<file path="src/rtl/ex_hazard_ctrl.sv">
// ex_hazard_ctrl
//   Hazard and stall controller for the EX stage of a five-stage MIPS pipeline.
//   It has four jobs:
//     - select the EX operand sources (register file, WB result or MEM ALU result)
//     - detect load-use hazards and flush the instruction after a taken branch
//     - hold the front of the pipe while a multi-cycle ALU op (MULT/DIV) runs
//     - drive the write, flush and bubble controls for PC, IF/ID, ID/EX and EX/MEM
//
// Parameters
//   MC_LATENCY        cycles a multi-cycle op occupies EX (legal range 3..16)
//
// Ports
//   clk               pipeline clock, rising edge
//   reset             asynchronous reset, active high
//   RsAddr_id         rs of the instruction in ID
//   RtAddr_id         rt of the instruction in ID
//   Branch_taken_id   branch or jump in ID resolved taken
//   RsAddr_ex         rs of the instruction in EX
//   RtAddr_ex         rt of the instruction in EX
//   RegWriteAddr_ex   destination register of the instruction in EX
//   MemRead_ex        the instruction in EX is a load
//   MultiCycle_ex     the instruction in EX uses the multi-cycle ALU path
//   RegWriteAddr_mem  destination register in MEM
//   RegWrite_mem      MEM writes a register
//   RegWriteAddr_wb   destination register in WB
//   RegWrite_wb       WB writes a register
//   ForwardA          A operand select: 00 register file, 01 WB data, 10 MEM ALU result
//   ForwardB          B operand select, same encoding, on the rt path
//   PC_Write          1 = PC updates
//   IF_ID_Write       1 = IF/ID loads
//   IF_ID_Flush       1 = IF/ID loads a NOP
//   ID_EX_Write       1 = ID/EX loads
//   ID_EX_Flush       1 = ID/EX loads a bubble
//   EX_MEM_Bubble     1 = EX/MEM loads a bubble (RegWrite and MemWrite cleared)
//   MC_Busy           multi-cycle op in progress; the front of the pipe is stalled
//   MC_Done           one-cycle pulse: the multi-cycle result is valid in EX
//
// Multi-cycle sequencer states
//   state | meaning
//   IDLE  | no multi-cycle op; a MultiCycle_ex request stalls from this cycle on
//   BUSY  | op running; cnt counts down to 0
//   DONE  | result valid in EX for one cycle; the pipe advances again
module ex_hazard_ctrl #(
    parameter int MC_LATENCY = 4
) (
    input  logic       clk,
    input  logic       reset,
    input  logic [4:0] RsAddr_id,
    input  logic [4:0] RtAddr_id,
    input  logic       Branch_taken_id,
    input  logic [4:0] RsAddr_ex,
    input  logic [4:0] RtAddr_ex,
    input  logic [4:0] RegWriteAddr_ex,
    input  logic       MemRead_ex,
    input  logic       MultiCycle_ex,
    input  logic [4:0] RegWriteAddr_mem,
    input  logic       RegWrite_mem,
    input  logic [4:0] RegWriteAddr_wb,
    input  logic       RegWrite_wb,
    output logic [1:0] ForwardA,
    output logic [1:0] ForwardB,
    output logic       PC_Write,
    output logic       IF_ID_Write,
    output logic       IF_ID_Flush,
    output logic       ID_EX_Write,
    output logic       ID_EX_Flush,
    output logic       EX_MEM_Bubble,
    output logic       MC_Busy,
    output logic       MC_Done
);

    typedef enum logic [1:0] {
        IDLE = 2'b00,
        BUSY = 2'b01,
        DONE = 2'b10
    } mcState_t;

    localparam logic [1:0] FwdRegFile = 2'b00;
    localparam logic [1:0] FwdWb      = 2'b01;
    localparam logic [1:0] FwdMem     = 2'b10;

    // The cycle that sees the request in IDLE and the DONE cycle are both
    // part of the op's time in EX, so BUSY lasts MC_LATENCY-2 cycles.
    // Starting the down-counter at MC_LATENCY-3 and leaving BUSY on cnt==0
    // gives exactly that many BUSY cycles.
    localparam logic [3:0] CntInit = 4'(MC_LATENCY - 3);

    mcState_t   state;
    mcState_t   nextState;
    logic [3:0] cnt;
    logic [3:0] nextCnt;

    logic [1:0] fwdASel;
    logic [1:0] fwdBSel;
    logic       mcStall;
    logic       loadUse;
    logic       memHitsRs;
    logic       memHitsRt;
    logic       wbHitsRs;
    logic       wbHitsRt;

    // ------------------------------------------------------------------
    // Operand forwarding. MEM holds the newer result, so it wins over WB.
    // $0 is hardwired to zero and is never forwarded.
    // ------------------------------------------------------------------
    always_comb begin
        memHitsRs = RegWrite_mem && (RegWriteAddr_mem != 5'd0) && (RegWriteAddr_mem == RsAddr_ex);
        memHitsRt = RegWrite_mem && (RegWriteAddr_mem != 5'd0) && (RegWriteAddr_mem == RtAddr_ex);
        wbHitsRs  = RegWrite_wb  && (RegWriteAddr_wb  != 5'd0) && (RegWriteAddr_wb  == RsAddr_ex);
        wbHitsRt  = RegWrite_wb  && (RegWriteAddr_wb  != 5'd0) && (RegWriteAddr_wb  == RtAddr_ex);

        fwdASel = FwdRegFile;
        if (memHitsRs) begin
            fwdASel = FwdMem;
        end else if (wbHitsRs) begin
            fwdASel = FwdWb;
        end

        fwdBSel = FwdRegFile;
        if (memHitsRt) begin
            fwdBSel = FwdMem;
        end else if (wbHitsRt) begin
            fwdBSel = FwdWb;
        end
    end

    // ------------------------------------------------------------------
    // Hazard terms
    // ------------------------------------------------------------------
    always_comb begin
        // The stall starts in the same cycle the request is first seen in
        // IDLE so the instruction behind the op never moves.
        mcStall = ((state == IDLE) && MultiCycle_ex) || (state == BUSY);

        // Both source registers of the ID instruction are checked, since the
        // decoder does not tell us which ones are really read.
        loadUse = MemRead_ex && (RegWriteAddr_ex != 5'd0) &&
                  ((RegWriteAddr_ex == RsAddr_id) || (RegWriteAddr_ex == RtAddr_id));
    end

    // ------------------------------------------------------------------
    // Multi-cycle sequencer: state register
    // ------------------------------------------------------------------
    always_ff @(posedge clk or posedge reset) begin
        if (reset) begin
            state <= IDLE;
            cnt   <= 4'd0;
        end else begin
            state <= nextState;
            cnt   <= nextCnt;
        end
    end

    // ------------------------------------------------------------------
    // Multi-cycle sequencer: next state
    // ------------------------------------------------------------------
    always_comb begin
        nextState = state;
        nextCnt   = cnt;
        unique case (state)
            IDLE: begin
                if (MultiCycle_ex) begin
                    nextState = BUSY;
                    nextCnt   = CntInit;
                end
            end
            BUSY: begin
                if (cnt == 4'd0) begin
                    nextState = DONE;
                end else begin
                    nextCnt = cnt - 4'd1;
                end
            end
            DONE: begin
                // The finished op is still in EX during DONE and still shows
                // MultiCycle_ex, so the request is not looked at here.
                nextState = IDLE;
            end
            default: begin
                nextState = IDLE;
                nextCnt   = 4'd0;
            end
        endcase
    end

    // ------------------------------------------------------------------
    // Pipeline controls. While reset is high every output is forced to
    // the free-running value, whatever the register state is.
    // Priority: multi-cycle stall, then load-use, then taken branch.
    // A branch that meets a load-use stall resolves again next cycle.
    // ------------------------------------------------------------------
    always_comb begin
        ForwardA      = FwdRegFile;
        ForwardB      = FwdRegFile;
        PC_Write      = 1'b1;
        IF_ID_Write   = 1'b1;
        IF_ID_Flush   = 1'b0;
        ID_EX_Write   = 1'b1;
        ID_EX_Flush   = 1'b0;
        EX_MEM_Bubble = 1'b0;
        MC_Busy       = 1'b0;
        MC_Done       = 1'b0;

        if (!reset) begin
            ForwardA = fwdASel;
            ForwardB = fwdBSel;
            MC_Busy  = mcStall;
            MC_Done  = (state == DONE);

            if (mcStall) begin
                PC_Write      = 1'b0;
                IF_ID_Write   = 1'b0;
                ID_EX_Write   = 1'b0;
                EX_MEM_Bubble = 1'b1;
            end else if (loadUse) begin
                PC_Write    = 1'b0;
                IF_ID_Write = 1'b0;
                ID_EX_Flush = 1'b1;
            end else if (Branch_taken_id) begin
                IF_ID_Flush = 1'b1;
            end
        end
    end

endmodule

</file>
<file path="config.mk">
export PLATFORM = sky130hd
export DESIGN_NAME = ex_hazard_ctrl
export DESIGN_NICKNAME = d
export VERILOG_FILES = /design/src/rtl/ex_hazard_ctrl.sv
export SDC_FILE = /design/constraint.sdc
export NUM_CORES = 1
export LEC_CHECK = 0
export ABC_AREA = 1
export ABC_CLOCK_PERIOD_IN_PS = 1500
export BUFFER_PORTS_ARGS = -buffer_cell sky130_fd_sc_hd__buf_2
export CORE_ASPECT_RATIO = 2
export CORE_MARGIN = 3
export CORE_UTILIZATION = 24
export DETAILED_ROUTE_END_ITERATION = 16
export PLACE_DENSITY = 0.53
export SETUP_SLACK_MARGIN = 0.15
export SYNTH_ARGS = -nofsm -noshare
export SYNTH_HDL_FRONTEND = slang
export SYNTH_SLANG_ARGS = --single-unit
</file>
<file path="constraint.sdc">
create_clock -name clk -period 1.5 [get_ports clk]
set_clock_uncertainty 0.05 [all_clocks]
set_input_delay 0.075 -clock clk [delete_from_list [all_inputs] [get_ports clk]]
set_output_delay 0.075 -clock clk [all_outputs]
set_load 0.005 [all_outputs]
</file>
; ---- Word level (Yosys, flattened, before mapping)
; Index checks and enable logic that the tools add are counted.
[totals]
inputBits = 42
out_inout_bits = 12
ff_bits = 6
[classes]
eq_ne = 11
bitwise_logic = 1
n_reduce_logical = 18
n_mux = 28
n_addsub = 1
[ops]
columns = op, n
row1 = $eq 5x5->1, 6
row2 = $mux 1, 18
row3 = $reduce_bool 5->1, 3
row4 = $mux 2, 6
row5 = $pmux 4 s3, 1
row6 = $logic_and 1x1->1, 9
row7 = $mux 4, 2
row8 = $logic_not 4->1, 1
row9 = $ne 2x2->1 const B, 2
row10 = $pmux 2 s2, 1
row11 = $sub 4x1->4 const B, 1
row12 = $reduce_and 3->1, 1
row13 = $eq 2x1->1 const B, 1
row14 = $eq 2x2->1 const B, 1
row15 = $logic_not 2->1, 1
row16 = $logic_or 1x1->1, 2
row17 = $ne 2x1->1 const B, 1
row18 = $reduce_and 2->1, 1
row19 = $not 1->1, 1

; ---- Longest topological paths before layout
; Gate-level depths: netlist (run 1).
[depth]
ltp_word = 6
ltp_mapped = 10

; ---- Worst setup path before layout (run 1)
; OpenSTA, ideal clock, no wires.
[synth_timing]
path_type = register -> register
startpoint = register cnt[0]
endpoint = register cnt[3]
synth_period_minus_slack_ns = 1.236
arrival_time_ns = 1.094
path_stages_with_launch = 7
n_path_buf = 0
required_time_ns = 1.358
path_slack_ns = 0.264
cell_sequence = dfrtp_1 -> inv_1 -> ha_1 -> nand3_2 -> o21ai_4 -> nand2_1 -> o31ai_2
[synth_via]
elab_chain_len = 3
[synth_rtl]
columns = element, line_no
row1 = from (decl), 90  ; logic [3:0] cnt;
row2 = from (signal assigned), 150  ; cnt <= nextCnt;
row3 = $sub 4x1->4 / $logic_not 4->1 (equally long branches), "171, 168"
row4 = $mux 4 / $ne 2x2->1 (equally long branches), n/a
row5 = $pmux 4 s3 / $reduce_and 3->1 (equally long branches), n/a
; Parallel ways exist; a longest one is shown, timed or not. The select of a mux whose other input is x is not followed.
; A chain may end at the register's enable or synchronous reset.

; ---- Worst setup path in the final report (run 1)
[layout_timing]
startpoint = register state[0]
endpoint = output port IF_ID_Flush
[layout_via]
elab_chain_len = 5
[layout_rtl]
columns = element, line_no
row1 = from (decl), 88  ; mcState_t state;
row2 = from (signal assigned), 149  ; state <= nextState;
row3 = $logic_not 2->1, 133  ; mcStall = ((state == IDLE) && MultiCycle_ex) || (state == BUSY);
row4 = $logic_and 1x1->1, 133
row5 = $logic_or 1x1->1 *, 133
row6 = $mux 1 *, 210  ; if (mcStall) begin
row7 = $mux 1 *, 204  ; if (!reset) begin
row8 = to (decl), 64  ; output logic IF_ID_Flush,
; Every way passes the cells marked *; elsewhere a longest branch is shown, timed or not.

==> impl_metrics.py, run 1 <==
metrics = {
    "cts": {
        "clkLatencyLatePin_ns": 0.23,
        "ctsRootBufferMaster": "clkbuf_8",
        "cts_sinks": 6,
        "cts_buffers": 3,
        "path_clk_slew_ns": 0.04,
        "htreeDepth": 1,
        "cts_buffer_depth": 2,
        "tritoncts": "yes",
    },
    "min_path": {
        "hold_path.class": "in -> reg",
        "hold_depth": 5,
        "hold-path-endpoint": "cnt[0]",
        "hold_path_startpoint": "MultiCycle_ex",
    },
    "final_layout": {
        "fin_nets": 257,
        "multiInputGateArea_um2": 658,
        "syn_to_final_growth_pct": 48.6,
        "drive_gt1_share_pct": 38.2,
        "fillCellCount": 401,
        "final-seq-area_um2": 150,
        "diodes": 0,
        "final_util_pct": 38.4,
    },
    "synthesis": {
        "synth_area_um2": 901,
        "ys_warn_count": 0,
        "synth_top_cell_by_area": "dfrtp_1",
        "yosys-top-cells-area": "dfrtp_1 (17%), nand2_1 (16%), xnor2_1 (12%)",
        "synth_sequential_area_ratio_pct": 16.7,
        "syn_area_per_cell_um2": 5.97,
        "synthDistinctLibCells": 25,
        "syn_inst": 151,
        "mappedNetlistNets": 194,
        "synth_seq_cells": 6,
        "synth_top_area_share_pct": 16.7,
    },
    "setup_path": {
        "endpoint_kind": "output port",
        "cp.required_ns": 1.37,
        "r2r-end": "cnt[1]",
        "rr_startpoint": "cnt[1]",
        "cp.arrival_ns": 1.15,
        "r2r_slack_ns": 0.25,
        "path_max_fanout": 5,
        "rr_worst_depth": 6,
        "start_kind": "flip-flop",
        "worstSetupPathType": "reg -> out",
    },
    "drt": {
        "viasPerCell": 4.30,
        "wl_um": 2650,
        "drc": 0,
        "vias": 1119,
        "initialDrtViolationCount": 10,
        "first_pass_iters": 3,
        "wl_per_cell_um": 10.2,
        "drtAntennaViolNets": 0,
    },
    "grt": {
        "grt_start_max_net_pins": 9,
        "use_met1_pct": 11.5,
        "antenna_found_initial": 0,
        "grt_pass1_wl_um": 4590,
        "global_route.usage.met2_pct": 25.1,
        "grt_util_all_layers_pct": 13.0,
        "met3_usage_pct": 3.06,
        "grt_pass1_vias": 1101,
        "busiest_layer": "met2",
        "grt-ovfl-total": 0,
    },
    "timing": {
        "maxClockFrequency_ghz": 0.783,
        "rsz0062_at_grt": "yes",
        "tns_ns": 0,
        "tightest_slew_ns": 0.287,
        "slew_headroom_pct": 80.8,
        "timing.final.ws_setup_ns": 0.222,
        "setup_viol": 0,
        "drv_slew": 0,
        "final.min_clock_period_ns": 1.28,
        "hold_viol": 0,
        "finalCritPeriodShare_pct": 85.2,
    },
    "floorplan": {
        "initial_utilization_pct": 25.8,
        "num_io_pins": 54,
        "fp.dieW_um": 49.3,
        "dieArea_mm2": 0.00457,
        "fp.dieH_um": 92.6,
        "num_rows": 30,
        "core_mm2": 0.00349,
    },
    "power": {
        "p_per_area_mw_per_mm2": 1090,
        "finalPower_uw": 1460,
        "power_leakage_uw": 0.000757,
        "vdd.ir_drop.worst_mv": 0.534,
    },
    "flow_run": {
        "maxCapViolCount": 0,
    },
    "place": {
        "portBuffers": 53,
        "place.gp.congestion": 0.809,
        "place_hpwl_um": 2330,
        "dp_slack_ns": 0.151,
    },
    "status": {
        "outcome": "completed",
    },
}
## final cells by class
type	count	area share (%)
multi-input combinational	114	49.2
tap	48	4.49
clock buffer	3	3.08
inverter	29	8.13
timing repair buffer	60	23.9
sequential	6	11.2
## placed cells by master (no fill, tap or decap)
| cell | instances |
|---|---|
| dfrtp_1 | 6 |
| buf_2 | 53 |
| clkbuf_8 | 3 |
| xnor2_1 | 12 |
| a21oi_1 | 3 |
| o21ai_0 | 3 |
| or2_2 | 1 |
| o21ai_1 | 2 |
| nand3_1 | 9 |
| dlygate4sd3_1 | 1 |
| buf_4 | 6 |
| inv_2 | 9 |
| o21ai_4 | 1 |
| o21ai_2 | 1 |
| xor2_1 | 9 |
| nor2_1 | 20 |
| nand2_1 | 38 |
| inv_1 | 20 |
| o31ai_1 | 2 |
| o31ai_2 | 1 |
| nor2_2 | 1 |
| nor3_1 | 2 |
| nor2b_1 | 1 |
| nand2_2 | 1 |
| nand4_1 | 1 |
| a21oi_2 | 1 |
| a41oi_1 | 1 |
| ha_4 | 1 |
| nand3_4 | 1 |
| o21a_1 | 1 |
| nand3_2 | 1 |
## worst max-delay path by stage
stage	startpoint	endpoint	slack (ns)	depth (start not counted)
after floorplan	cnt[0]	cnt[3]	0.26	6
after global placement	cnt[0]	cnt[3]	0.18	6
after detailed placement	cnt[0]	cnt[1]	0.15	6
after CTS	state[0]	ID_EX_Write	0.17	6
after global routing	state[1]	ID_EX_Write	0.14	5
final	state[0]	IF_ID_Flush	0.22	6
## where the power goes
group          switching, uW  internal [uW]
Clock                   74.9            173
Combinational            495            426
Sequential              55.1            237
Total                    625            836
## flip-flops by register name, indices dropped and copies added, names as in the netlist
name / cells
cnt: 4
state: 2
## metrics by stage
stage	hold WS (ns)	instance area, um2	std cells
finish	0.260	1340	260
floorplan	-0.200	901	151
global placement	0.0902	1220	251
global route	0.315	1340	260
CTS	0.248	1290	256
detailed placement	0.0835	1220	251
## worst max-delay path, cell delays in order (launching register included)
cell and delay (ns):
dfrtp_1 0.39, inv_2 0.07, a21oi_1 0.07, inv_2 0.11
nand3_2 0.07, a21oi_2 0.10, buf_2 0.12
## timing repair
item,in CTS,in global routing
endpoints found under the hold margin,6,0
setup endpoints to repair,9,11
hold buffers,1,0
pin swaps,2,3
setup buffers,1,4
resized for setup,3,7
## synth_stat cells
| cell type | count |
|---|---|
| nand2_1 | 38 |
| inv_1 | 24 |
| nor2_1 | 21 |
| xnor2_1 | 12 |
| nand3_1 | 10 |
| xor2_1 | 9 |
| dfrtp_1 | 6 |
| inv_2 | 5 |
| a21oi_1 | 4 |
| o21ai_0 | 3 |
| buf_4 | 2 |
| nor3_1 | 2 |
| o21ai_1 | 2 |
| o31ai_1 | 2 |
| a41oi_1 | 1 |
| ha_1 | 1 |
| nand2_2 | 1 |
| nand3_2 | 1 |
| nand4_1 | 1 |
| nor2b_1 | 1 |
| o21a_1 | 1 |
| o21ai_2 | 1 |
| o21ai_4 | 1 |
| o31ai_2 | 1 |
| or2_2 | 1 |
## cells by family (layout without fill, tap and decap cells)
kind of cell	count (synthesis)	after routing	share of synthesized area [%]
AND/OR/NAND/NOR	76	76	35.1
buffers and inverters	31	92	13.8
XOR/XNOR	21	21	20.4
AO/OA/AOI/OAI	16	16	12.6
flip-flops	6	6	16.7
adder cells (fa/ha/maj)	1	1	1.39
## metal layers
layer  routed length, um  vias to the layer above
li1                    -                      584
met1                 840                      470
met2                1430                       57
met3                 261                        8
met4                 120                        0
met5                   0                        -
Note: power is estimated with default switching activity, not from simulation.
==> inputs of run 2 (changes only) <==
--- a/config.mk
+++ b/config.mk
@@ -6,7 +6,7 @@
 export NUM_CORES = 1
 export LEC_CHECK = 0
 export ABC_AREA = 1
-export ABC_CLOCK_PERIOD_IN_PS = 1500
+export ABC_CLOCK_PERIOD_IN_PS = 1300
 export BUFFER_PORTS_ARGS = -buffer_cell sky130_fd_sc_hd__buf_2
 export CORE_ASPECT_RATIO = 2
 export CORE_MARGIN = 3
==> constraint.sdc (replaced) <==
create_clock -name clk -period 1.3 [get_ports clk]
set_clock_uncertainty 0.05 [all_clocks]
set_input_delay 0.065 -clock clk [delete_from_list [all_inputs] [get_ports clk]]
set_output_delay 0.065 -clock clk [all_outputs]
set_load 0.005 [all_outputs]
==> impl_metrics.py, run 2 (synthesized netlist as in run 1, its figures left out) <==
metrics = {
    "status": {
        "outcome": "completed",
    },
    "final_layout": {
        "top_regs": "cnt x4, state x2",
        "drive_gt1_share_pct": 42.3,
        "final_common_cell": "buf_2",
        "fin_nets": 260,
        "multiInputGateArea_um2": 689,
        "fillCellCount": 412,
        "largest_register_ffs": 4,
        "finalNonFillerCells": 263,
        "largest_register": "cnt",
        "syn_to_final_growth_pct": 54.6,
        "final-seq-area_um2": 150,
        "stdcell_area_mm2": 0.00139,
        "diodes": 0,
        "final_cell_mix": "buf_2 (53), nand2_1 (36), inv_1 (20)",
    },
    "setup_path": {
        "cp.required_ns": 1.37,
        "endpoint_kind": "flip-flop",
        "rr_startpoint": "cnt[0]",
        "path_max_fanout": 8,
        "cp.arrival_ns": 1.35,
        "worstSetupPathType": "reg -> reg",
        "start_kind": "flip-flop",
        "startpoint": "cnt[0]",
    },
    "drt": {
        "viasPerCell": 4.30,
        "initialDrtViolationCount": 9,
        "wl_per_cell_um": 10.7,
        "vias": 1130,
        "drtAntennaViolNets": 0,
        "drc": 0,
        "first_pass_iters": 2,
        "wl_um": 2820,
    },
    "cts": {
        "cts_buffers": 3,
        "ctsRootBufferMaster": "clkbuf_8",
        "path_clk_slew_ns": 0.04,
        "clkLatencyLatePin_ns": 0.22,
        "htreeDepth": 1,
        "cts_buffer_depth": 2,
        "tritoncts": "yes",
        "cts_sinks": 6,
    },
    "floorplan": {
        "dieArea_mm2": 0.00457,
        "fp.dieW_um": 49.3,
        "num_io_pins": 54,
        "initial_utilization_pct": 25.8,
        "core_mm2": 0.00349,
        "num_rows": 30,
        "fp.dieH_um": 92.6,
    },
    "grt": {
        "grt-ovfl-total": 0,
        "antenna_found_initial": 0,
        "grt_pass1_vias": 1115,
        "grt_util_all_layers_pct": 13.1,
        "grt_pass1_wl_um": 4610,
        "grt_start_max_net_pins": 9,
    },
    "place": {
        "portBuffers": 53,
        "placed_area_mm2": 0.00124,
        "place_hpwl_um": 2400,
        "place.gp.congestion": 0.741,
        "dp.cells": 251,
    },
    "timing": {
        "hold_viol": 0,
        "tightest_slew_ns": 0.283,
        "final.min_clock_period_ns": 1.27,
        "slew_headroom_pct": 81.0,
        "finalCritPeriodShare_pct": 98.0,
        "setup_viol": 0,
        "maxClockFrequency_ghz": 0.785,
        "rsz0062_at_grt": "yes",
        "drv_slew": 0,
    },
    "min_path": {
        "hold_path.class": "in -> reg",
        "hold_path_startpoint": "MultiCycle_ex",
    },
    "power": {
        "p_per_area_mw_per_mm2": 1320,
        "vdd.ir_drop.worst_mv": 0.732,
        "power_leakage_uw": 0.000776,
        "finalPower_uw": 1830,
    },
    "flow_run": {
        "maxCapViolCount": 0,
    },
}
[run 2: changes by cell type in the layout (fill, tap and decap cells not counted), sizes merged]
| cell | delta |
|---|---|
| buf | +3 |
[run 2: layer usage]
metal,share of wire (%),vias to the layer above,routed length (um),GRT usage (%)
li1,-,593,-,-
met1,31,485,885,11.4
met2,59,48,1660,26.9
met3,8.1,4,228,2.74
met4,1.3,0,38,5.70
met5,0,-,0,0
[run 2: power breakdown]
part	switching, uW	internal [uW]
clock network	81.1	199
registers	65.1	274
logic	635	578
total	782	1050
[run 2: cell type report]
cell class	instances	share of cell area, %
clock buffers	3	2.96
flip-flops and latches	6	10.8
well taps	48	4.31
inverters	29	7.82
repair buffers	63	24.6
multi-input cells	114	49.5
[run 2: critical path: stages (launching register included)]
cell,delay (ns)
dfrtp_1,0.39
inv_2,0.09
ha_4,0.15
nand3_4,0.09
o21ai_4,0.25
nand2_1,0.09
o31ai_1,0.08
[run 2: timing repair]
item / 4_1_cts / 5_1_grt
setup endpoints to repair: 11 / 15
hold buffers: 1 / 0
setup buffers: 7 / 1
hold endpoints to repair: 6 / 0
gates resized for setup: 4 / 10
pin swaps: 7 / 2
[run 2: final timing paths]
kind                            slack (ns)        to  cells after the start
worst max-delay path                  0.03    cnt[1]                      6
worst min-delay path                  0.30    cnt[0]                      5
worst max register to register        0.03    cnt[1]                      6
worst min register to register        0.46    cnt[1]                      2
max in group asynchronous             0.51    cnt[1]                      4
min in group asynchronous             0.38  state[1]                      3
[run 2: metrics by stage]
| step | hold WS [ns] | util (%) | setup WS [ns] | setup TNS (ns) |
|---|---|---|---|---|
| detailed placement | -0.0333 | 35.5 | 0.0185 | 0 |
| global route | 0.338 | 39.9 | -0.0738 | -0.333 |
| global placement | -0.0309 | 35.5 | 0.0472 | 0 |
| floorplan | -0.210 | - | 0.118 | 0 |
| finish | 0.304 | 39.9 | 0.0265 | 0 |
| CTS | 0.307 | 38.6 | 0.0477 | 0 |
==> inputs of run 3 (changes only) <==
--- a/config.mk
+++ b/config.mk
@@ -13,6 +13,7 @@
 export CORE_UTILIZATION = 24
 export DETAILED_ROUTE_END_ITERATION = 16
 export PLACE_DENSITY = 0.53
+export RECOVER_POWER = 50
 export SETUP_SLACK_MARGIN = 0.15
 export SYNTH_ARGS = -nofsm -noshare
 export SYNTH_HDL_FRONTEND = slang
==> impl_metrics.py, run 3 (synthesized netlist as in run 1, its figures left out) <==
metrics = {
    "timing": {
        "finalCritPeriodShare_pct": 98.1,
        "setup_viol": 0,
        "drv_slew": 0,
        "tns_ns": 0,
        "rsz0062_at_grt": "yes",
        "final.min_clock_period_ns": 1.28,
        "maxClockFrequency_ghz": 0.784,
        "hold_slack_ns": 0.305,
        "hold_viol": 0,
        "slew_headroom_pct": 76.2,
        "tightest_slew_ns": 0.358,
    },
    "drt": {
        "initialDrtViolationCount": 5,
        "viasPerCell": 4.27,
        "wl_per_cell_um": 10.7,
        "vias": 1123,
        "first_pass_iters": 2,
        "wl_um": 2820,
        "drc": 0,
        "drtAntennaViolNets": 0,
    },
    "cts": {
        "clkLatencyLatePin_ns": 0.22,
        "cts_sinks": 6,
        "tritoncts": "yes",
        "cts_buffer_depth": 2,
        "cts_buffers": 3,
        "ctsRootBufferMaster": "clkbuf_8",
        "path_clk_slew_ns": 0.04,
        "htreeDepth": 1,
    },
    "setup_path": {
        "cp_top_family": "flip-flops",
        "start_kind": "flip-flop",
        "worstPathCellList": "inv_2, ha_4, nand3_4, o21ai_4, nand2_1, o31ai_1",
        "cp.required_ns": 1.37,
        "path_max_fanout": 8,
        "path_buf_inv": 1,
        "worstSetupPathType": "reg -> reg",
        "slowest_delay_ns": 0.39,
        "rr_worst_depth": 6,
        "endpoint_kind": "flip-flop",
        "path_depth": 6,
        "cp.arrival_ns": 1.35,
        "cp_slowest_cell": "dfrtp_1",
    },
    "floorplan": {
        "initial_utilization_pct": 25.8,
        "fp.dieW_um": 49.3,
        "num_io_pins": 54,
        "core_mm2": 0.00349,
        "dieArea_mm2": 0.00457,
        "fp.dieH_um": 92.6,
        "num_rows": 30,
    },
    "final_layout": {
        "final_common_cell": "buf_2",
        "fin_nets": 260,
        "diodes": 0,
        "drive_gt1_share_pct": 40.5,
        "fillCellCount": 414,
        "syn_to_final_growth_pct": 53.8,
        "finalNonFillerCells": 263,
        "top_regs": "cnt x4, state x2",
        "largest_register_ffs": 4,
        "stdcell_area_mm2": 0.00139,
        "final_cell_mix": "buf_2 (51), nand2_1 (36), inv_1 (21)",
        "largest_register": "cnt",
    },
    "power": {
        "p_int_uw": 1050,
        "p_clk_share_pct": 15.3,
        "p_comb_share_pct": 66.1,
        "p_switching_uw": 780,
        "vdd.ir_drop.worst_mv": 0.734,
        "seq_power_share_pct": 18.6,
        "p_per_area_mw_per_mm2": 1320,
        "p_sw_share_pct": 42.7,
        "power_leakage_uw": 0.000770,
    },
    "grt": {
        "grt-ovfl-total": 0,
        "busiest_layer": "met2",
        "antenna_found_initial": 0,
        "use_met1_pct": 11.4,
        "met3_usage_pct": 2.74,
        "grt_pass1_vias": 1115,
        "grt_start_max_net_pins": 9,
        "grt_pass1_wl_um": 4610,
        "grt_util_all_layers_pct": 13.1,
        "global_route.usage.met2_pct": 26.9,
    },
    "min_path": {
        "hold_path.class": "in -> reg",
        "hold_depth": 5,
    },
    "status": {
        "outcome": "completed",
    },
    "place": {
        "dp.cells": 251,
        "place_hpwl_um": 2400,
        "place.gp.congestion": 0.741,
        "portBuffers": 53,
        "placed_area_mm2": 0.00124,
    },
    "flow_run": {
        "maxCapViolCount": 0,
    },
}
## run 3: changes by cell type in the layout (fill, tap and decap cells not counted), sizes merged
cell	before	now
buf	62	59
clkbuf	3	6
## run 3: power by group through the flow
stage / registers [uW] / logic, uW / clock network (uW)
3_5_place_dp: 347 / 964 / 0
3_3_place_gp: 347 / 950 / 0
2_1_floorplan: 334 / 700 / 0
6_report: 339 / 1210 / 280
5_1_grt: 354 / 1350 / 304
4_1_cts: 337 / 1160 / 292
## run 3: cell type report
cell class | count | area (um2) | area share, %
clock buffers | 3 | 41.3 | 2.98
flip-flops and latches | 6 | 150 | 10.8
inverters | 29 | 109 | 7.86
well taps | 48 | 60.1 | 4.34
repair buffers | 63 | 338 | 24.4
multi-input cells | 114 | 687 | 49.6
## run 3: through the flow
stage	total power (uW)	utilization, %	worst slack, ns
2_1_floorplan	1030	-	0.118
3_3_place_gp	1300	35.5	0.0472
3_5_place_dp	1310	35.5	0.0185
4_1_cts	1790	38.6	0.0477
5_1_grt	2000	39.7	-0.0738
6_report	1830	39.7	0.0248
## run 3: path summary, 6_finish.rpt
kind | to | start | slack (ns)
setup / recovery | cnt[1] | cnt[0] | 0.02
hold / removal | cnt[0] | MultiCycle_ex | 0.31
setup reg to reg | cnt[1] | cnt[0] | 0.02
hold reg to reg | cnt[1] | cnt[1] | 0.46
max in group asynchronous | cnt[2] | reset | 0.26
min in group asynchronous | state[1] | reset | 0.53
## run 3: timing repair
action	in CTS	in global routing
hold buffers	1	0
setup endpoints to repair	11	15
gates resized for setup	4	10
buffers inserted	7	1
pin swaps	7	2
hold endpoints to repair	6	0
## run 3: routing by layer
layer | up-vias | part of all wire, % | wire length (um)
met5 | - | 0 | 0
met4 | 0 | 1.3 | 38
met3 | 4 | 8.2 | 230
met2 | 48 | 59 | 1660
met1 | 479 | 32 | 890
li1 | 592 | - | -
## run 3: worst reg2reg max path, cell delays in order (launching register included)
cell	delay, ns
dfrtp_1	0.39
inv_2	0.09
ha_4	0.15
nand3_4	0.09
o21ai_4	0.25
nand2_1	0.09
o31ai_1	0.08
